===== src/rtl/mmio_io_responder_pkg.sv =====
// mmio_io_responder_pkg
// Shared constants for the memory-mapped I/O responder: the peripheral
// address map, the button index order inside btn_raw, the status-word bit
// layout, the mailbox state type and a helper that maps a button index to
// its read address.
package mmio_io_responder_pkg;

    // Peripheral address map (processor byte addresses, full 32-bit compare)
    localparam logic [31:0] ADDR_BTNC = 32'd1000;
    localparam logic [31:0] ADDR_BTNL = 32'd3000;
    localparam logic [31:0] ADDR_BTNR = 32'd4000;
    localparam logic [31:0] ADDR_BTNU = 32'd5000;
    localparam logic [31:0] ADDR_BTND = 32'd6000;
    localparam logic [31:0] ADDR_OUT  = 32'd2000;
    localparam logic [31:0] ADDR_STAT = 32'd2004;
    localparam logic [31:0] ADDR_OVR  = 32'd2008;

    // Button positions inside btn_raw = {D,U,R,L,C}
    localparam int NUM_BTN = 5;
    localparam int BTN_C   = 0;
    localparam int BTN_L   = 1;
    localparam int BTN_R   = 2;
    localparam int BTN_U   = 3;
    localparam int BTN_D   = 4;

    // Status word: bit that reports "mailbox holds unconsumed data"
    localparam int STAT_VALID_BIT = 0;

    // Overrun counter width and its saturation value
    localparam int                OVR_W   = 16;
    localparam logic [OVR_W-1:0] OVR_MAX = '1;

    // Mailbox occupancy
    typedef enum logic {
        MB_EMPTY = 1'b0,
        MB_FULL  = 1'b1
    } mb_state_e;

    // Read address of the sticky flag for button index idx
    function automatic logic [31:0] btn_addr(input int idx);
        case (idx)
            BTN_C:   return ADDR_BTNC;
            BTN_L:   return ADDR_BTNL;
            BTN_R:   return ADDR_BTNR;
            BTN_U:   return ADDR_BTNU;
            default: return ADDR_BTND;
        endcase
    endfunction

endpackage


===== src/rtl/mmio_io_responder_if.sv =====
// mmio_io_responder_if
// Processor data-memory port plus the VGA mailbox handshake.
//   address_dmem / data / wren : processor access (write when wren=1)
//   q_ram                      : RAM read data, one-cycle registered read
//   q_dmem                     : read data returned to the processor
//   to_vga / to_vga_valid      : mailbox contents and occupancy
//   vga_ack                    : VGA consumed the mailbox this cycle
// slave  = responder side, master = processor/RAM/VGA environment side.
interface mmio_io_responder_if;
    logic [31:0] address_dmem;
    logic [31:0] data;
    logic        wren;
    logic [31:0] q_ram;
    logic [31:0] q_dmem;
    logic [31:0] to_vga;
    logic        to_vga_valid;
    logic        vga_ack;

    modport slave (
        input  address_dmem, data, wren, q_ram, vga_ack,
        output q_dmem, to_vga, to_vga_valid
    );

    modport master (
        output address_dmem, data, wren, q_ram, vga_ack,
        input  q_dmem, to_vga, to_vga_valid
    );
endinterface


===== src/rtl/mmio_io_responder_io_debounce.sv =====
// mmio_io_responder_io_debounce
// One button path: 2-flop synchronizer, stability counter and press pulse.
//   clock, reset : system clock, synchronous active-high reset
//   btn_raw_i    : asynchronous raw button level
//   press_o      : high for one cycle when the debounced level is about to
//                  go 0->1 (the level register takes the new value on the
//                  same edge that ends the pulse)
module mmio_io_responder_io_debounce #(
    parameter int DB_CYCLES = 100000,
    parameter int CNT_W     = 17
) (
    input  logic clock,
    input  logic reset,
    input  logic btn_raw_i,
    output logic press_o
);

    localparam logic [CNT_W-1:0] CNT_LAST = CNT_W'(DB_CYCLES - 1);

    logic             sync1_q;
    logic             sync2_q;
    logic             level_q;
    logic             level_d;
    logic [CNT_W-1:0] cnt_q;
    logic [CNT_W-1:0] cnt_d;

    // The counter only runs while the synchronized input disagrees with the
    // debounced level; any agreeing sample restarts the stability window.
    always_comb begin
        level_d = level_q;
        cnt_d   = '0;
        if (sync2_q != level_q) begin
            if (cnt_q == CNT_LAST) begin
                level_d = ~level_q;
            end else begin
                cnt_d = cnt_q + CNT_W'(1);
            end
        end
    end

    assign press_o = level_d & ~level_q;

    always_ff @(posedge clock) begin
        if (reset) begin
            sync1_q <= 1'b0;
            sync2_q <= 1'b0;
            level_q <= 1'b0;
            cnt_q   <= '0;
        end else begin
            sync1_q <= btn_raw_i;
            sync2_q <= sync1_q;
            level_q <= level_d;
            cnt_q   <= cnt_d;
        end
    end

endmodule


===== src/rtl/mmio_io_responder.sv =====
// mmio_io_responder
// Memory-mapped I/O responder on the processor data-memory port.
//   clock, reset : system clock, synchronous active-high reset
//   btn_raw      : raw buttons {D,U,R,L,C}, asynchronous
//   bus          : processor port + VGA mailbox (see mmio_io_responder_if)
// Button addresses read debounced, sticky press flags (cleared by the read).
// ADDR_OUT writes fill a one-entry mailbox toward the VGA controller;
// ADDR_STAT/ADDR_OVR report its occupancy and overrun count. Reads of
// mapped addresses return one cycle later, aligned with the RAM latency;
// all other addresses pass q_ram through.
module mmio_io_responder
    import mmio_io_responder_pkg::*;
#(
    parameter int DB_CYCLES = 100000,
    parameter int CNT_W     = 17
) (
    input  logic               clock,
    input  logic               reset,
    input  logic [NUM_BTN-1:0] btn_raw,
    mmio_io_responder_if.slave bus
);

    logic               is_read;
    logic               wr_out;
    logic [NUM_BTN-1:0] press;
    logic [NUM_BTN-1:0] rd_hit;
    logic [NUM_BTN-1:0] flag_q;
    logic [NUM_BTN-1:0] flag_d;

    logic               sel_q;
    logic               sel_d;
    logic [31:0]        periph_q;
    logic [31:0]        periph_d;

    mb_state_e          mb_q;
    mb_state_e          mb_d;
    logic [31:0]        to_vga_q;
    logic [31:0]        to_vga_d;
    logic [OVR_W-1:0]   ovr_q;
    logic [OVR_W-1:0]   ovr_d;

    assign is_read = ~bus.wren;
    assign wr_out  = bus.wren && (bus.address_dmem == ADDR_OUT);

    // Per-button debounce and sticky flag. A press in the same cycle as a
    // clearing read leaves the flag set; the read itself sees the old value
    // because periph_q samples flag_q, not flag_d.
    for (genvar gi = 0; gi < NUM_BTN; gi++) begin : g_btn
        mmio_io_responder_io_debounce #(
            .DB_CYCLES (DB_CYCLES),
            .CNT_W     (CNT_W)
        ) u_io_debounce (
            .clock     (clock),
            .reset     (reset),
            .btn_raw_i (btn_raw[gi]),
            .press_o   (press[gi])
        );

        assign rd_hit[gi] = is_read && (bus.address_dmem == btn_addr(gi));
        assign flag_d[gi] = press[gi] | (flag_q[gi] & ~rd_hit[gi]);
    end

    // Read decode: what the processor sees one cycle after the address.
    always_comb begin
        sel_d    = 1'b0;
        periph_d = '0;
        if (is_read) begin
            for (int i = 0; i < NUM_BTN; i++) begin
                if (bus.address_dmem == btn_addr(i)) begin
                    sel_d       = 1'b1;
                    periph_d[0] = flag_q[i];
                end
            end
            if (bus.address_dmem == ADDR_STAT) begin
                sel_d                    = 1'b1;
                periph_d[STAT_VALID_BIT] = (mb_q == MB_FULL);
            end
            if (bus.address_dmem == ADDR_OVR) begin
                sel_d    = 1'b1;
                periph_d = {{(32-OVR_W){1'b0}}, ovr_q};
            end
            if (bus.address_dmem == ADDR_OUT) begin
                sel_d = 1'b1;
            end
        end
    end

    // Mailbox: a write into a full, unacknowledged mailbox overwrites the
    // data and counts an overrun; an ack in the same cycle as a write means
    // the old entry was consumed, so the new one is not an overrun.
    always_comb begin
        mb_d     = mb_q;
        to_vga_d = to_vga_q;
        ovr_d    = ovr_q;
        case (mb_q)
            MB_EMPTY: begin
                if (wr_out) begin
                    to_vga_d = bus.data;
                    mb_d     = MB_FULL;
                end
            end
            MB_FULL: begin
                if (wr_out) begin
                    to_vga_d = bus.data;
                    if (!bus.vga_ack && (ovr_q != OVR_MAX)) begin
                        ovr_d = ovr_q + 16'd1;
                    end
                end else if (bus.vga_ack) begin
                    mb_d = MB_EMPTY;
                end
            end
            default: mb_d = MB_EMPTY;
        endcase
    end

    always_ff @(posedge clock) begin
        if (reset) begin
            flag_q   <= '0;
            sel_q    <= 1'b0;
            periph_q <= '0;
            mb_q     <= MB_EMPTY;
            to_vga_q <= '0;
            ovr_q    <= '0;
        end else begin
            flag_q   <= flag_d;
            sel_q    <= sel_d;
            periph_q <= periph_d;
            mb_q     <= mb_d;
            to_vga_q <= to_vga_d;
            ovr_q    <= ovr_d;
        end
    end

    assign bus.q_dmem       = sel_q ? periph_q : bus.q_ram;
    assign bus.to_vga       = to_vga_q;
    assign bus.to_vga_valid = (mb_q == MB_FULL);

endmodule

===== src/flat_wrapper.sv =====
// flat-port wrapper written by rule: the top's interface ports become plain ports
module mmio_io_responder_flat import mmio_io_responder_pkg::*;
#(
    parameter int DB_CYCLES = 100000,
    parameter int CNT_W     = 17
)
  (clock, reset, btn_raw, bus_address_dmem, bus_data, bus_wren, bus_q_ram, bus_vga_ack, bus_q_dmem, bus_to_vga, bus_to_vga_valid);
  mmio_io_responder_if bus_i ();
  input  logic clock;
  input  logic reset;
  input  logic [NUM_BTN-1:0] btn_raw;
  input wire logic [$bits(bus_i.address_dmem)-1:0] bus_address_dmem;
  input wire logic [$bits(bus_i.data)-1:0] bus_data;
  input wire logic [$bits(bus_i.wren)-1:0] bus_wren;
  input wire logic [$bits(bus_i.q_ram)-1:0] bus_q_ram;
  input wire logic [$bits(bus_i.vga_ack)-1:0] bus_vga_ack;
  output wire logic [$bits(bus_i.q_dmem)-1:0] bus_q_dmem;
  output wire logic [$bits(bus_i.to_vga)-1:0] bus_to_vga;
  output wire logic [$bits(bus_i.to_vga_valid)-1:0] bus_to_vga_valid;
  assign bus_i.address_dmem = bus_address_dmem;
  assign bus_i.data = bus_data;
  assign bus_i.wren = bus_wren;
  assign bus_i.q_ram = bus_q_ram;
  assign bus_i.vga_ack = bus_vga_ack;
  assign bus_q_dmem = bus_i.q_dmem;
  assign bus_to_vga = bus_i.to_vga;
  assign bus_to_vga_valid = bus_i.to_vga_valid;
  mmio_io_responder #(.DB_CYCLES(DB_CYCLES), .CNT_W(CNT_W)) u_core (.clock(clock), .reset(reset), .btn_raw(btn_raw), .bus(bus_i));
endmodule

===== config.mk =====
export PLATFORM = sky130hd
export DESIGN_NAME = mmio_io_responder_flat
export DESIGN_NICKNAME = d
export VERILOG_FILES = /design/src/rtl/mmio_io_responder_pkg.sv /design/src/rtl/mmio_io_responder_if.sv /design/src/rtl/mmio_io_responder_io_debounce.sv /design/src/rtl/mmio_io_responder.sv /design/src/flat_wrapper.sv
export SDC_FILE = /design/constraint.sdc
export NUM_CORES = 1
export LEC_CHECK = 0
export CAP_MARGIN = 20
export CORE_ASPECT_RATIO = 1.75
export CORE_MARGIN = 4
export CORE_UTILIZATION = 45
export DETAILED_ROUTE_END_ITERATION = 16
export GPL_ROUTABILITY_DRIVEN = 1
export HOLD_SLACK_MARGIN = 0.02
export PLACE_DENSITY = 0.82
export SYNTH_ARGS = -nofsm -noshare
export SYNTH_HDL_FRONTEND = slang
export SYNTH_SLANG_ARGS = --single-unit

===== constraint.sdc =====
create_clock -name clock -period 2 [get_ports clock]
set_input_delay 0.3 -clock clock [delete_from_list [all_inputs] [get_ports clock]]
set_output_delay 0.3 -clock clock [all_outputs]
set_load 0.02 [all_outputs]

==> impl_metrics.tcl, run 1 <==
set metrics [dict create \
    port_buffers 169 \
    netlist_instances 843 \
    wl_per_cell_um 14.2 \
    min_path_type "in -> reg" \
    core_area_um2 15900 \
    p_int_mw 5.43 \
    final_cell_mix "171 x dfxtp_1, 127 x nor2_1, 119 x clkdlybuf4s50_1" \
    maxCapViolCount 0 \
    dieWidth_um 104 \
    drt-total-wl_mm 17.9 \
    seq_area_frac_synth 0.470 \
    async_flop_share 0 \
    max_freq_mhz 510 \
    hold_path_startpoint "reset" \
    cp.required_ns 1.70 \
    cts_buffer_depth 2 \
    switching_power_mw 1.59 \
    clock_power_share 0.446 \
    h-tree-depth 4 \
    preCtsSetupSlack_ns -0.546 \
    num_rows 61 \
    grt_pass1_wl_mm 28.9 \
    place_congestion 0.828 \
    end_kind "output port" \
    die_area_um2 18400 \
    grt_usage 0.189 \
    fin_hold_ws_ns 0.328 \
    comb_power_share 0.066 \
    cp_slowest_cell "clkdlybuf4s50_1" \
    switching_share 0.226 \
    path_max_fanout 32 \
    finClkSkew_ns 0.00944 \
    io_pins 170 \
    fp.dieH_um 176 \
    final_area_um2 10300 \
    p_leak_nw 3.76 \
    drc 0 \
    via_count 6566 \
    crit_type "reg -> out" \
    startpoint_type "flop" \
    viasPerCell 5.23 \
    r2r-start "u_core.g_btn[3].u_io_debounce.cnt_q[12]" \
    fin_crit_sh 0.980 \
    syn_area_per_cell_um2 8.64 \
    synth_nets 954 \
    critPathMaxStageDelay_ns 0.61 \
    grt_pass1_vias 6472 \
    clock_sinks 171 \
    status "finished clean" \
    max_slew_margin 0.641 \
    ys_seq_elements 171 \
    timing.final.hold_violations 0 \
    cts_buffers 17 \
    layout.nets 1165 \
    rsz0062_at_grt "no" \
    seqPwrFrac 0.487 \
    worstSkewPairLatency_ns 0.42 \
    drive_gt1_frac 0.121 \
    max_slew.worst_pin.slew_ns 0.535 \
    worstPathCellList "buf_12, nor2b_1, clkdlybuf4s50_1" \
    r2r_setup_slack_ns 0.10 \
    synth_edf_count 0 \
    arrival_ns 1.66 \
    cts_tree "done" \
    drtAntennaViolNets 0 \
    root_buffer "clkbuf_16" \
    dp_hpwl_mm 12.8 \
    drt-initial-drc-count 341 \
    drv_slew 0 \
    post-route-min-period_ns 1.96 \
    setup_tns_ns 0 \
    layout_commonest_cell "dfxtp_1" \
    vdd_ir_drop_max_uv 621 \
    insertedDiodeCount 0 \
    overflow 0 \
    placed_cell_area_um2 9560 \
    ys.flop_type "dfxtp_1" \
    finalSetupViolations 0 \
    grt_max_degree 36 \
    antenna_found_initial 0 \
    clk_pin_slew_ns 0.07 \
    initial_core_util 0.459 \
    areaGrowthSynthToFinish_pct 41.3 \
    cp-startpoint "u_core.sel_q" \
    layout_setup_ws_ns 0.0406 \
    ys_warn_count 0 \
    synth.distinct_cells 39 \
    power_density_nw_per_um2 683 \
    synth_area_um2 7280 \
    dr.pass1.iters 7 \
]
power groups by stage:
| stage | Combinational (mW) | Sequential, mW | Clock [mW] |
|---|---|---|---|
| floorplan | 0.145 | 3.50 | 0 |
| global placement | 0.477 | 3.50 | 0 |
| detailed placement | 0.482 | 3.50 | 0 |
| CTS | 0.469 | 3.42 | 3.18 |
| global route | 0.493 | 3.42 | 3.31 |
| finish | 0.464 | 3.42 | 3.13 |
per-stage QoR:
| stage | cells | power, mW | utilization |
|---|---|---|---|
| CTS | 1256 | 7.08 | 0.641 |
| global route | 1256 | 7.23 | 0.648 |
| floorplan | 843 | 3.64 | - |
| detailed placement | 1221 | 3.98 | 0.602 |
| finish | 1256 | 7.02 | 0.648 |
| global placement | 1221 | 3.98 | 0.602 |
per-layer routing:
metal | up-vias | GRT usage | part of all wire
li1 | 3268 | - | -
met1 | 3114 | 0.195 | 0.37
met2 | 160 | 0.361 | 0.55
met3 | 24 | 0.0523 | 0.058
met4 | 0 | 0.0704 | 0.018
met5 | - | 0 | 0
path summary, 6_finish.rpt:
path / endpoint / depth (start not counted)
worst min-delay path: u_core.g_btn[1].u_io_debounce.sync2_q / 2
worst min register to register: u_core.g_btn[0].u_io_debounce.sync2_q / 1
worst max register to register: u_core.flag_q[3] / 5
worst max-delay path: bus_q_dmem[24] / 3
synthesized netlist by cell type (14+ instances only):
cell type,n,area (µm²)
xor2_1,40,350
mux2_2,16,180
clkbuf_1,25,93.8
a21oi_1,48,240
dfxtp_1,171,3420
and2_1,16,100
inv_1,15,56.3
nor2b_1,28,175
or3_1,14,87.6
nand3_1,49,245
nor2_1,127,477
nand2_1,103,387
and3_1,16,100
nor3_1,21,105
nand4_1,17,106
xnor2_1,47,412
cell type report:
type | count | area, µm²
Clock inverter | 15 | 136
Clock buffer | 17 | 425
Inverter | 15 | 56.3
Fill cell | 1235 | 5590
Multi-Input combinational cell | 622 | 3740
Tap cell | 189 | 236
Timing Repair Buffer | 227 | 2270
Sequential cell | 171 | 3420
critical path, delay by kind of cell, from the launching register on:
family	cells	cell delay, ns
buf+inv	2	0.78
flops	1	0.32
simple gates	1	0.13
cells by family after synthesis:
kind of cell | synth area share
compound gates | 0.0492
xor+xnor | 0.105
fa+ha+maj | 0.0103
buf+inv | 0.0273
flops | 0.470
mux | 0.0316
simple gates | 0.307
registers in the layout (all words and copies together) (netlist names):
signal,flops
u_core.g_btn.u_io_debounce.cnt_q,85
u_core.bus.to_vga,32
u_core.ovr_q,16
u_core.periph_q,16
u_core.flag_q,5
u_core.g_btn.u_io_debounce.level_q,5
u_core.g_btn.u_io_debounce.sync1_q,5
u_core.g_btn.u_io_debounce.sync2_q,5
u_core.bus.to_vga_valid,1
u_core.sel_q,1
timing repair:
action | CTS | global route
gates cloned | 1 | 0
hold buffers | 0 | 0
pin swaps | 8 | 16
setup endpoints to repair | 58 | 88
gates resized for setup | 39 | 47
setup buffers | 2 | 0
Note: power is estimated with default switching activity, not from simulation.
==> run 2: changes to the inputs <==
--- a/config.mk
+++ b/config.mk
@@ -6,7 +6,7 @@
 export NUM_CORES = 1
 export LEC_CHECK = 0
 export CAP_MARGIN = 20
-export CORE_ASPECT_RATIO = 1.75
+export CORE_ASPECT_RATIO = 0.6
 export CORE_MARGIN = 4
 export CORE_UTILIZATION = 45
 export DETAILED_ROUTE_END_ITERATION = 16
==> impl_metrics.tcl, run 2 (synthesis results as in run 1) <==
set metrics [dict create \
    power_density_nw_per_um2 699 \
    seqPwrFrac 0.470 \
    cp.required_ns 1.70 \
    fin_crit_sh 0.973 \
    fin_hold_ws_ns 0.249 \
    hold_buffers 0 \
    finClkSkew_ns 0.00822 \
    via_count 6515 \
    areaGrowthSynthToFinish_pct 43.0 \
    min_path_type "in -> reg" \
    antenna_found_initial 0 \
    status "finished clean" \
    p_int_mw 5.68 \
    dr.pass1.iters 5 \
    drc 0 \
    initial_core_util 0.467 \
    multi_input_area_um2 3770 \
    nFillCells 1202 \
    grt_pass1_vias 6521 \
    path_max_fanout 16 \
    place_congestion 0.847 \
    seqCellArea_um2 3430 \
    drt-initial-drc-count 375 \
    timing.final.hold_violations 0 \
    overflow 0 \
    cts_buffer_depth 2 \
    cts_tree "done" \
    rsz0062_at_grt "yes" \
    end_kind "output port" \
    comb_power_share 0.063 \
    root_buffer "clkbuf_16" \
    port_buffers 169 \
    dp_hpwl_mm 13.0 \
    clk_pin_slew_ns 0.06 \
    max_slew_margin 0.643 \
    io_pins 170 \
    drv_slew 0 \
    h-tree-depth 4 \
    crit_type "reg -> out" \
    max_slew.worst_pin.slew_ns 0.531 \
    dieWidth_um 172 \
    setup_tns_ns 0 \
    insertedDiodeCount 0 \
    maxCapViolCount 0 \
    clock_sinks 171 \
    max_freq_mhz 514 \
    largest_register_ffs 85 \
    drive_gt1_frac 0.126 \
    vdd_ir_drop_max_uv 598 \
    core_area_um2 15600 \
    clock_power_share 0.467 \
    cts_buffers 17 \
    layout.nets 1166 \
    arrival_ns 1.65 \
    drt-total-wl_mm 18.3 \
    grt_usage 0.198 \
    num_rows 35 \
    viasPerCell 5.13 \
    switching_share 0.220 \
    startpoint_type "flop" \
    wl_per_cell_um 14.4 \
    p_leak_nw 3.86 \
    layout_commonest_cell "dfxtp_1" \
    die_area_um2 18300 \
    grt_max_degree 34 \
    finalSetupViolations 0 \
    worstSkewPairLatency_ns 0.43 \
    drtAntennaViolNets 0 \
    grt_pass1_wl_mm 30.0 \
    fp.dieH_um 107 \
    final_cell_mix "170 x dfxtp_1, 127 x nor2_1, 111 x clkdlybuf4s50_1" \
    regMostFlops "u_core.g_btn.u_io_debounce.cnt_q" \
    switching_power_mw 1.60 \
    post-route-min-period_ns 1.95 \
]
-- run 2: changes by cell type in the layout (fill, tap and decap cells not counted), moves of 3 or more --
| cell | before | now |
|---|---|---|
| dlygate4sd2_1 | 9 | 26 |
| clkdlybuf4s15_1 | 12 | 0 |
| clkdlybuf4s50_1 | 119 | 111 |
| dlymetal6s2s_1 | 27 | 31 |
| clkinv_2 | 4 | 1 |
-- run 2: routing by layer --
layer  GRT usage  up-vias  wire, µm
met5           0        -         0
met1       0.248     3003      8130
li1            -     3262         -
met4      0.0595        0       201
met2       0.326      229      8330
met3      0.0647       21      1670
-- run 2: path summary, 6_finish.rpt --
path	start	end	slack [ns]	cells after the start
setup reg to reg	u_core.ovr_q[5]	u_core.ovr_q[11]	0.12	7
hold reg to reg	u_core.g_btn[1].u_io_debounce.sync1_q	u_core.g_btn[1].u_io_debounce.sync2_q	0.44	1
setup / recovery	u_core.sel_q	bus_q_dmem[14]	0.05	3
hold / removal	reset	u_core.g_btn[1].u_io_debounce.sync2_q	0.25	2
-- run 2: area by class of cell --
class                   count  share of cell area
multi-input cells         622               0.362
flip-flops and latches    171               0.329
repair buffers            228               0.220
clock buffers              17              0.0409
well taps                 203              0.0244
clock inverters            14              0.0177
inverters                  15             0.00541
-- run 2: metrics by stage --
stage	instance area (µm²)	total power, mW	cells	utilization	worst slack [ns]
floorplan	7280	3.64	843	-	0.0848
global placement	9580	3.98	1234	0.614	-0.551
detailed placement	9580	3.98	1234	0.614	-0.635
CTS	10200	7.35	1266	0.654	0.00865
global route	10400	7.52	1270	0.668	-0.0133
finish	10400	7.28	1270	0.668	0.0532
-- run 2: worst max-delay path, cell delays in order, from the launching register on --
cell,delay [ns]
dfxtp_4,0.38
buf_12,0.16
mux2_2,0.36
dlygate4sd2_1,0.32
-- run 2: repair_timing --
| item | 4_1_cts | 5_1_grt |
|---|---|---|
| cloned | 0 | 2 |
| setup buffers | 1 | 2 |
| pin swaps | 7 | 17 |
| gates resized for setup | 35 | 50 |
| endpoints found under the setup margin | 58 | 82 |
-- run 2: power by group through the flow --
| stage | combinational, mW | sequential, mW | clock [mW] |
|---|---|---|---|
| after detailed placement | 0.480 | 3.50 | 0 |
| after CTS | 0.466 | 3.42 | 3.46 |
| final | 0.460 | 3.42 | 3.40 |
| after floorplan | 0.145 | 3.50 | 0 |
| after global routing | 0.491 | 3.42 | 3.60 |
| after global placement | 0.474 | 3.50 | 0 |
